`src/rtl/gameplay_datapath.sv`:
```
// Gameplay datapath: moving block position/direction, saved column,
// score and chances, driven by strobes from the gameplay FSM.
module gameplay_datapath #(
  parameter int unsigned TICK_DIV     = 500000,
  parameter int unsigned STEP         = 1,
  parameter int unsigned X_MAX        = 144,
  parameter int unsigned ROW0_Y       = 104,
  parameter int unsigned INIT_CHANCES = 10,
  parameter int unsigned OVERLAP_TOL  = 8
) (
  input  logic       clk,
  input  logic       reset,
  input  logic       ld_x,
  input  logic       ld_y,
  input  logic       ld_d,
  input  logic       enable,
  input  logic       pause,
  input  logic       save_x,
  input  logic       inc_score,
  input  logic       dec_chances,
  input  logic       new_direction,
  input  logic [7:0] new_x_position,
  input  logic [6:0] new_y_position,
  output logic [7:0] x_pos,
  output logic [6:0] y_pos,
  output logic       direction,
  output logic [7:0] prev_x,
  output logic [3:0] score,
  output logic [3:0] chances,
  output logic       c,
  output logic       o
);

  localparam int unsigned   CW        = (TICK_DIV > 1) ? $clog2(TICK_DIV) : 1;
  localparam logic [CW-1:0] TICK_LAST = CW'(TICK_DIV - 1);
  localparam logic [8:0]    STEP9     = 9'(STEP);
  localparam logic [8:0]    XMAX9     = 9'(X_MAX);
  localparam logic [8:0]    TOL9      = 9'(OVERLAP_TOL);
  localparam logic [6:0]    ROW0_Y7   = 7'(ROW0_Y);
  localparam logic [3:0]    INIT_CH4  = 4'(INIT_CHANCES);

  logic [CW-1:0] tick_cnt;
  logic          run;
  logic          tick;
  logic          new_game;
  logic [8:0]    x9;
  logic [8:0]    px9;
  logic [8:0]    x_up;
  logic [8:0]    x_dn;
  logic [8:0]    diff;
  logic [7:0]    x_mv;
  logic          dir_mv;

  assign run      = enable & ~pause & ~ld_x;
  assign tick     = run & (tick_cnt == TICK_LAST);
  assign new_game = ld_y & (new_y_position == ROW0_Y7);
  assign x9       = {1'b0, x_pos};
  assign px9      = {1'b0, prev_x};
  assign x_up     = x9 + STEP9;
  assign x_dn     = x9 - STEP9;

  // Next position/direction if a movement tick occurs, clamping and bouncing at the edges.
  always_comb begin
    x_mv   = x_pos;
    dir_mv = direction;
    if (direction) begin
      if (x_up <= XMAX9) begin
        x_mv = 8'(x_up);
      end else begin
        x_mv   = 8'(XMAX9);
        dir_mv = 1'b0;
      end
    end else begin
      if (x9 >= STEP9) begin
        x_mv = 8'(x_dn);
      end else begin
        x_mv   = '0;
        dir_mv = 1'b1;
      end
    end
  end

  // Movement tick divider: cleared by a position load, frozen by pause or !enable.
  always_ff @(posedge clk) begin
    if (reset) begin
      tick_cnt <= '0;
    end else if (ld_x || tick) begin
      tick_cnt <= '0;
    end else if (run) begin
      tick_cnt <= tick_cnt + 1'b1;
    end
  end

  // Horizontal position and direction; an explicit direction load beats an edge bounce.
  always_ff @(posedge clk) begin
    if (reset) begin
      x_pos     <= '0;
      direction <= 1'b1;
    end else begin
      if (ld_x) begin
        x_pos <= new_x_position;
      end else if (tick) begin
        x_pos <= x_mv;
      end
      if (ld_d) begin
        direction <= new_direction;
      end else if (tick) begin
        direction <= dir_mv;
      end
    end
  end

  // Saved column (takes the pre-edge x even when x is reloaded) and row position.
  always_ff @(posedge clk) begin
    if (reset) begin
      prev_x <= '0;
      y_pos  <= ROW0_Y7;
    end else begin
      if (save_x) prev_x <= x_pos;
      if (ld_y)   y_pos  <= new_y_position;
    end
  end

  // Score and chances with saturation; loading the first row restarts the game.
  always_ff @(posedge clk) begin
    if (reset || new_game) begin
      score   <= '0;
      chances <= INIT_CH4;
    end else begin
      if (inc_score && (score != '1))     score   <= score + 4'd1;
      if (dec_chances && (chances != '0)) chances <= chances - 4'd1;
    end
  end

  // Status flags back to the FSM.
  always_comb begin
    diff = (x9 >= px9) ? (x9 - px9) : (px9 - x9);
    o    = (diff <= TOL9);
    c    = (chances != '0);
  end

endmodule

```
`config.mk`:
```
export PLATFORM = sky130hd
export DESIGN_NAME = gameplay_datapath
export DESIGN_NICKNAME = d
export VERILOG_FILES = /design/src/rtl/gameplay_datapath.sv
export SDC_FILE = /design/constraint.sdc
export NUM_CORES = 1
export LEC_CHECK = 0
export ABC_AREA = 1
export ABC_CLOCK_PERIOD_IN_PS = 4700
export CAP_MARGIN = 30
export CORE_MARGIN = 2
export CORE_UTILIZATION = 49
export CTS_BUF_LIST = sky130_fd_sc_hd__clkbuf_2
export CTS_CLUSTER_DIAMETER = 150
export DETAILED_ROUTE_END_ITERATION = 16
export PLACE_DENSITY_LB_ADDON = 0.1
export REMOVE_ABC_BUFFERS = 1
export SYNTH_ARGS = -nofsm -noshare
export SYNTH_HDL_FRONTEND = slang
export SYNTH_SLANG_ARGS = --single-unit
```
`constraint.sdc`:
```
create_clock -name clk -period 4.7 [get_ports clk]
set_input_delay 0.94 -clock clk [delete_from_list [all_inputs] [get_ports clk]]
set_output_delay 0.94 -clock clk [all_outputs]
set_load 0.01 [all_outputs]
```
==> results.md, run 1 <==
- CP required: 3.76 ns
- Fin crit period: 4.18 ns
- Clk sink count: 51
- Placement Cell Area: around 0.0043 sq mm
- Starting density of the core: between 50% and 60%
- Worst Tran Pin Value: between 0.5 and 0.6 ns
- Peak Freq: 239 MHz
- Slew headroom: 64.5%
- Rows: 31
- Number of setup buffers added after CTS: 0
- Remaining DRCs: 0
- Port buffer count: 59
- Commonest non-fill, non-tap cells in the layout: nand2_1, inv_1, nor2_1
- Fin cells: a little over 700
- Final Hold Vio Count: 0
- Slew Limit Fails: 0
- Compound-gate portion of the synthesized area: 10.8%
- First-pass GRT wire length: about 15,000 microns
- HP Start: chances[0]
- Seq/Total Area, Yosys: 27.8%
- DR WL/cell: 11.7 microns
- Pwr Total: about 1.1 mW
- Final Instance Area: 0.00440 sq mm
- Tcrit/Tclk final: 89.0%
- Vias: 3,588
- Initial antenna violation count: 0
- Antenna-violating nets left: 0
- Final Skew: 0.0156 ns
- Synth top area cells: dfxtp_1, nand2_1, ha_1
- Number of instances in the placed design: around 700
- CTS clk-pin slew, worst paths: 0.26 ns
- Die W: 90.5 microns
- Clk root buf: clkbuf_2
- Largest net degree at the start of global routing: 22
- Post-Synth Simple-Gate Area: 38.2%
- Clock buffer count from CTS: 5
- Die ar.: 0.00819 sq mm
- Iteration-0 DRC Markers: 139
- Fraction of layout cells with a size suffix above 1: under 10%
- Hold depth: 2
- Worst EP arrival: 3.24 ns
- Vias/cell: 4.96
- Clock Latency Late Sink: 0.43 ns
- Cts repair resizes: 0
- Area growth syn-to-layout: 19.9%
- Synth Instances: roughly 570
- Multi-input gate area: 0.00227 sq mm
- Final TNS setup: 0 ns
- IO Pins: 60
- Leak: 1.99 nW
- R2r setup slk: 2.71 ns
- Avg Cell Area, Syn: 6.48 sq um
- H-tree levels: 2
- Final Setup Violations: 0
- Critical path launch point type: register
- Reg2Reg Depth: 10
- Yosys top cell area share: ~28%
- Crit. End Element: output pin
- Number of synthesized register bits: 51
- Reg area: 0.00102 sq mm
- Ant. Diodes: 0
- Max VDD drop: approximately 0.18 mV
- Mux share of post-synthesis cell area: 0%
- Hold Path Class: register to register
- Status: completed
- Max FO, Critical Path: 10
- Routability cong.: roughly 0.9
- Capture point of the worst reg-to-reg path: tick_cnt[0]
- Total wire length: approximately 8500 microns
- DRT Pass-1 Iters: 5
- Global route total overflow: 0
- Power Dens Cells: between 200 and 250 mW/mm^2
- Core ar.: 0.00725 sq mm
- Total track usage: between 20 and 25%
- Die Ht: 90.5 microns
- Vias in the first global route: ~3,500
- Max-Cap Viols: 0
- Synthesized cell area: 0.00367 sq mm
- Crit Reg-Reg Startpoint: tick_cnt[0]
- XOR/XNOR Fraction of Synth Area: 5.02%
- CTS Hold Bufs: 0
- CTS tree: built
- Hold EP: chances[0]
- Hold_ws: 0.510 ns
- Combinational family with the most area after synthesis: simple AND/OR/NAND/NOR gates
- CTS max path bufs: 2
- Yosys top cell by area: dfxtp_1
- Synth cell types: 38
- Adder-Cell Fraction of Synth Area: 7.85%
- Yosys Warn Count: 0
- RSZ-0062 raised after global routing: false
- WS Path Type: register to output pin
- DP HPWL: 6690 microns
- Leading cell type in the layout, fill and taps excluded: nand2_1
- Final #Nets: 672
- Fill cells: 714
## power by group
part	switching [mW]	total, mW	internal, mW	leakage (nW)
Clock	0.141	0.232	0.0902	0.0429
Combinational	0.207	0.358	0.151	1.53
Sequential	0.0245	0.477	0.452	0.417
Total	0.373	1.07	0.693	1.99
## through the flow
stage	util, %	setup slack [ns]
2_1_floorplan	-	1.75
3_3_place_gp	59.7	1.06
3_5_place_dp	59.7	1.01
4_1_cts	60.6	0.458
5_1_grt	60.6	0.156
6_report	60.6	0.517
## synth_stat cells
| library cell | number |
|---|---|
| dfxtp_1 | 51 |
| nand3_2 | 4 |
| and2_4 | 1 |
| inv_2 | 7 |
| ha_1 | 23 |
| or2_1 | 1 |
| buf_2 | 2 |
| nor3_1 | 2 |
| a21oi_2 | 1 |
| nand3_4 | 2 |
| nor2_2 | 5 |
| nand3_1 | 34 |
| o21ai_2 | 1 |
| nor3b_2 | 2 |
| inv_4 | 1 |
| o21bai_1 | 5 |
| nand4_1 | 13 |
| nor2_1 | 60 |
| buf_4 | 3 |
| a21oi_1 | 34 |
| buf_6 | 1 |
| nand2_2 | 5 |
| or2_2 | 3 |
| nand2_4 | 1 |
| inv_1 | 76 |
| nand2_1 | 161 |
| xnor2_1 | 5 |
| xor2_1 | 16 |
| nor4_1 | 1 |
| clkbuf_1 | 3 |
| nor2_4 | 3 |
| o211ai_1 | 5 |
| nor3_2 | 4 |
| o21ai_0 | 19 |
| a31oi_1 | 3 |
| nand3b_1 | 3 |
| clkinv_1 | 1 |
| o21ai_1 | 4 |
## metal layers
layer	track usage [%]	vias up	share of wire [%]
li1	-	1907	-
met4	8.21	0	2.8
met2	39.8	67	49
met1	24.6	1595	45
met3	3.26	19	3.8
met5	0	-	0
## registers in the layout (all words and copies together) (netlist names)
| name | count |
|---|---|
| chances | 4 |
| x_pos | 8 |
| direction | 1 |
| tick_cnt | 19 |
| y_pos | 7 |
| score | 4 |
| prev_x | 8 |
## worst max-delay path by stage
stage | startpoint | to | cells after the start
floorplan | x_pos[4] | o | 14
global placement | x_pos[2] | o | 13
detailed placement | x_pos[3] | o | 16
CTS | x_pos[3] | o | 16
global route | x_pos[3] | o | 16
finish | x_pos[2] | o | 13
## worst max-delay path, stage by stage, from the launching register on
cell             delay (ns)
dfxtp_1                0.62
inv_1                  0.15
ha_1                   0.43
or2_1                  0.29
nand3_1                0.12
nand2_1                0.06
nand2_1                0.12
nand2_2                0.11
nand2_1                0.09
nand2_1                0.05
nor2_1                 0.09
nand2_1                0.06
nor2_1                 0.09
clkdlybuf4s50_1        0.54
## final cells by class
type / instances / area share [%]
Sequential cell: 51 / 23.2
Timing Repair Buffer: 59 / 13.4
Clock inverter: 3 / 0.996
Multi-Input combinational cell: 421 / 51.6
Inverter: 85 / 7.32
Tap cell: 99 / 2.82
Clock buffer: 5 / 0.569
## cell families after synthesis
kind of cell / after synthesis
AND/OR/NAND/NOR: 305
adder cells (fa/ha/maj): 23
flip-flops: 51
buffers and inverters: 94
XOR/XNOR: 21
AO/OA/AOI/OAI: 72
Note: power is estimated with default switching activity, not from simulation.
==> run 2, diff against run 1 <==
--- a/config.mk
+++ b/config.mk
@@ -13,6 +13,7 @@
 export CTS_BUF_LIST = sky130_fd_sc_hd__clkbuf_2
 export CTS_CLUSTER_DIAMETER = 150
 export DETAILED_ROUTE_END_ITERATION = 16
+export DONT_BUFFER_PORTS = 1
 export PLACE_DENSITY_LB_ADDON = 0.1
 export REMOVE_ABC_BUFFERS = 1
 export SYNTH_ARGS = -nofsm -noshare
==> results.md, run 2 (synthesis results as in run 1) <==
- Global route total overflow: 0
- Max FO, Critical Path: 10
- Area growth syn-to-layout: 3.17%
- DR WL/cell: 12.9 microns
- Post-route setup slack: 0.826 ns
- Largest registers: tick_cnt: 19 flops, prev_x: 8 flops, x_pos: 8 flops
- Tcrit/Tclk final: 82.4%
- CP required: 3.76 ns
- Clock Latency Late Sink: 0.47 ns
- CTS Hold Bufs: 0
- Die W: 90.5 microns
- Ant. Diodes: 0
- Vias: 3,385
- Critical path startpoint: x_pos[2]
- Max-Cap Viols: 0
- Capture point of the worst reg-to-reg path: x_pos[6]
- Iteration-0 DRC Markers: 117
- Clock buffer count from CTS: 5
- Commonest non-fill, non-tap cells in the layout: nand2_1, inv_1, nor2_1
- R2r setup slk: 2.67 ns
- Total track usage: 22.0%
- Port buffer count: 0
- Clk sink count: 51
- Routability cong.: 0.854
- Multi-input gate area: 0.00227 sq mm
- Final Instance Area: approximately 0.0038 sq mm
- Final TNS setup: 0 ns
- Slew Limit Fails: 0
- Antenna-violating nets left: 0
- H-tree levels: 2
- RSZ-0062 raised after global routing: false
- WS Path Type: register to output pin
- Final Skew: 0.0375 ns
- Fraction of layout cells with a size suffix above 1: 8.50%
- Worst EP arrival: 2.93 ns
- Largest net degree at the start of global routing: 22
- Fin cells: 664
- Fill cells: ~780
- Leading cell type in the layout, fill and taps excluded: nand2_1
- DRT Pass-1 Iters: 4
- Leak: roughly 1.8 nW
- Vias/cell: slightly above 5
- Final Setup Violations: 0
- Placement Cell Area: 0.00374 sq mm
- Number of instances in the placed design: 656
- Crit Reg-Reg Startpoint: x_pos[0]
- Fin crit period: 3.87 ns
- CTS tree: built
- Starting density of the core: 50.6%
- Final #Nets: 613
- Slew headroom: a little under two thirds
- Number of flip-flops in the largest register: 19
- Reg2Reg Depth: 11
- Status: completed
- Peak Freq: 258 MHz
- IO Pins: 60
- Remaining DRCs: 0
- Reg area: ~0.001 sq mm
- CTS clk-pin slew, worst paths: 0.31 ns
- Dpl ws: 1.39 ns
- DP HPWL: 6710 microns
- Worst Setup EP: o
- Clk root buf: clkbuf_2
- Die ar.: 0.00819 sq mm
- Biggest register: tick_cnt
- Core ar.: 0.00725 sq mm
- Number of setup buffers added after CTS: 0
- Initial antenna violation count: 0
- Die Ht: 90.5 microns
- Critical path launch point type: register
- Worst Tran Pin Value: 0.548 ns
- Power Dens Cells: 258 mW/mm^2
- Max VDD drop: 0.123 mV
- Cts repair resizes: 0
- Crit. End Element: output pin
- Hold Path Class: input port to register
- First-pass GRT wire length: approximately 15,000 microns
- Vias in the first global route: 3,346
- Rows: 31
- Final Hold Vio Count: 0
- Hold_ws: about 0.47 ns
- Total wire length: 8570 microns
- CTS max path bufs: 2
-- run 2: cell count changes in the layout (fill, tap and decap cells not counted) --
cell / delta
clkdlybuf4s50_1: -59
inv_6: +2
clkinv_4: -1
bufinv_16: -1
-- run 2: worst max-delay path, cell delays in order (launching register included) --
cell     delay [ns]
dfxtp_1        0.70
inv_1          0.18
ha_1           0.43
or2_1          0.29
nand3_1        0.12
nand2_1        0.06
nand2_1        0.13
nand2_2        0.11
nand2_1        0.07
nand2_1        0.05
nor2_1         0.09
nand2_1        0.05
nor2_1         0.18
-- run 2: area by class of cell --
cell class              instances  share of cell area [%]
multi-input cells             421                    60.0
flip-flops and latches         51                    27.0
inverters                      85                    8.50
well taps                      99                    3.27
clock buffers                   5                   0.661
clock inverters                 3                   0.595
-- run 2: worst min path at each step --
stage                 start            to  slack (ns)  depth (start not counted)
2_1_floorplan  tick_cnt[16]  tick_cnt[16]        0.47                          2
3_3_place_gp    tick_cnt[5]   tick_cnt[5]        0.48                          2
3_5_place_dp    tick_cnt[5]   tick_cnt[5]        0.49                          2
4_1_cts               reset      x_pos[0]        0.46                          1
5_1_grt               reset      x_pos[4]        0.43                          1
6_report              reset      x_pos[4]        0.47                          1
-- run 2: where the power goes --
part	total, mW	switching (mW)	internal [mW]
combinational	0.288	0.185	0.103
clock	0.200	0.160	0.0404
sequential	0.489	0.0360	0.453
-- run 2: per-layer routing --
metal  part of all wire, %  GRT usage (%)  up-vias
met4                   1.4           5.90        0
li1                      -              -     1787
met5                     0              0        -
met3                   5.0           4.34       10
met2                    49           40.6       62
met1                    44           25.8     1526
-- run 2: through the flow --
stage / util [%] / total power, mW
3_3_place_gp: 51.5 / 0.783
3_5_place_dp: 51.5 / 0.784
2_1_floorplan: - / 0.721
5_1_grt: 52.2 / 1.06
4_1_cts: 52.2 / 0.987
6_report: 52.2 / 0.977
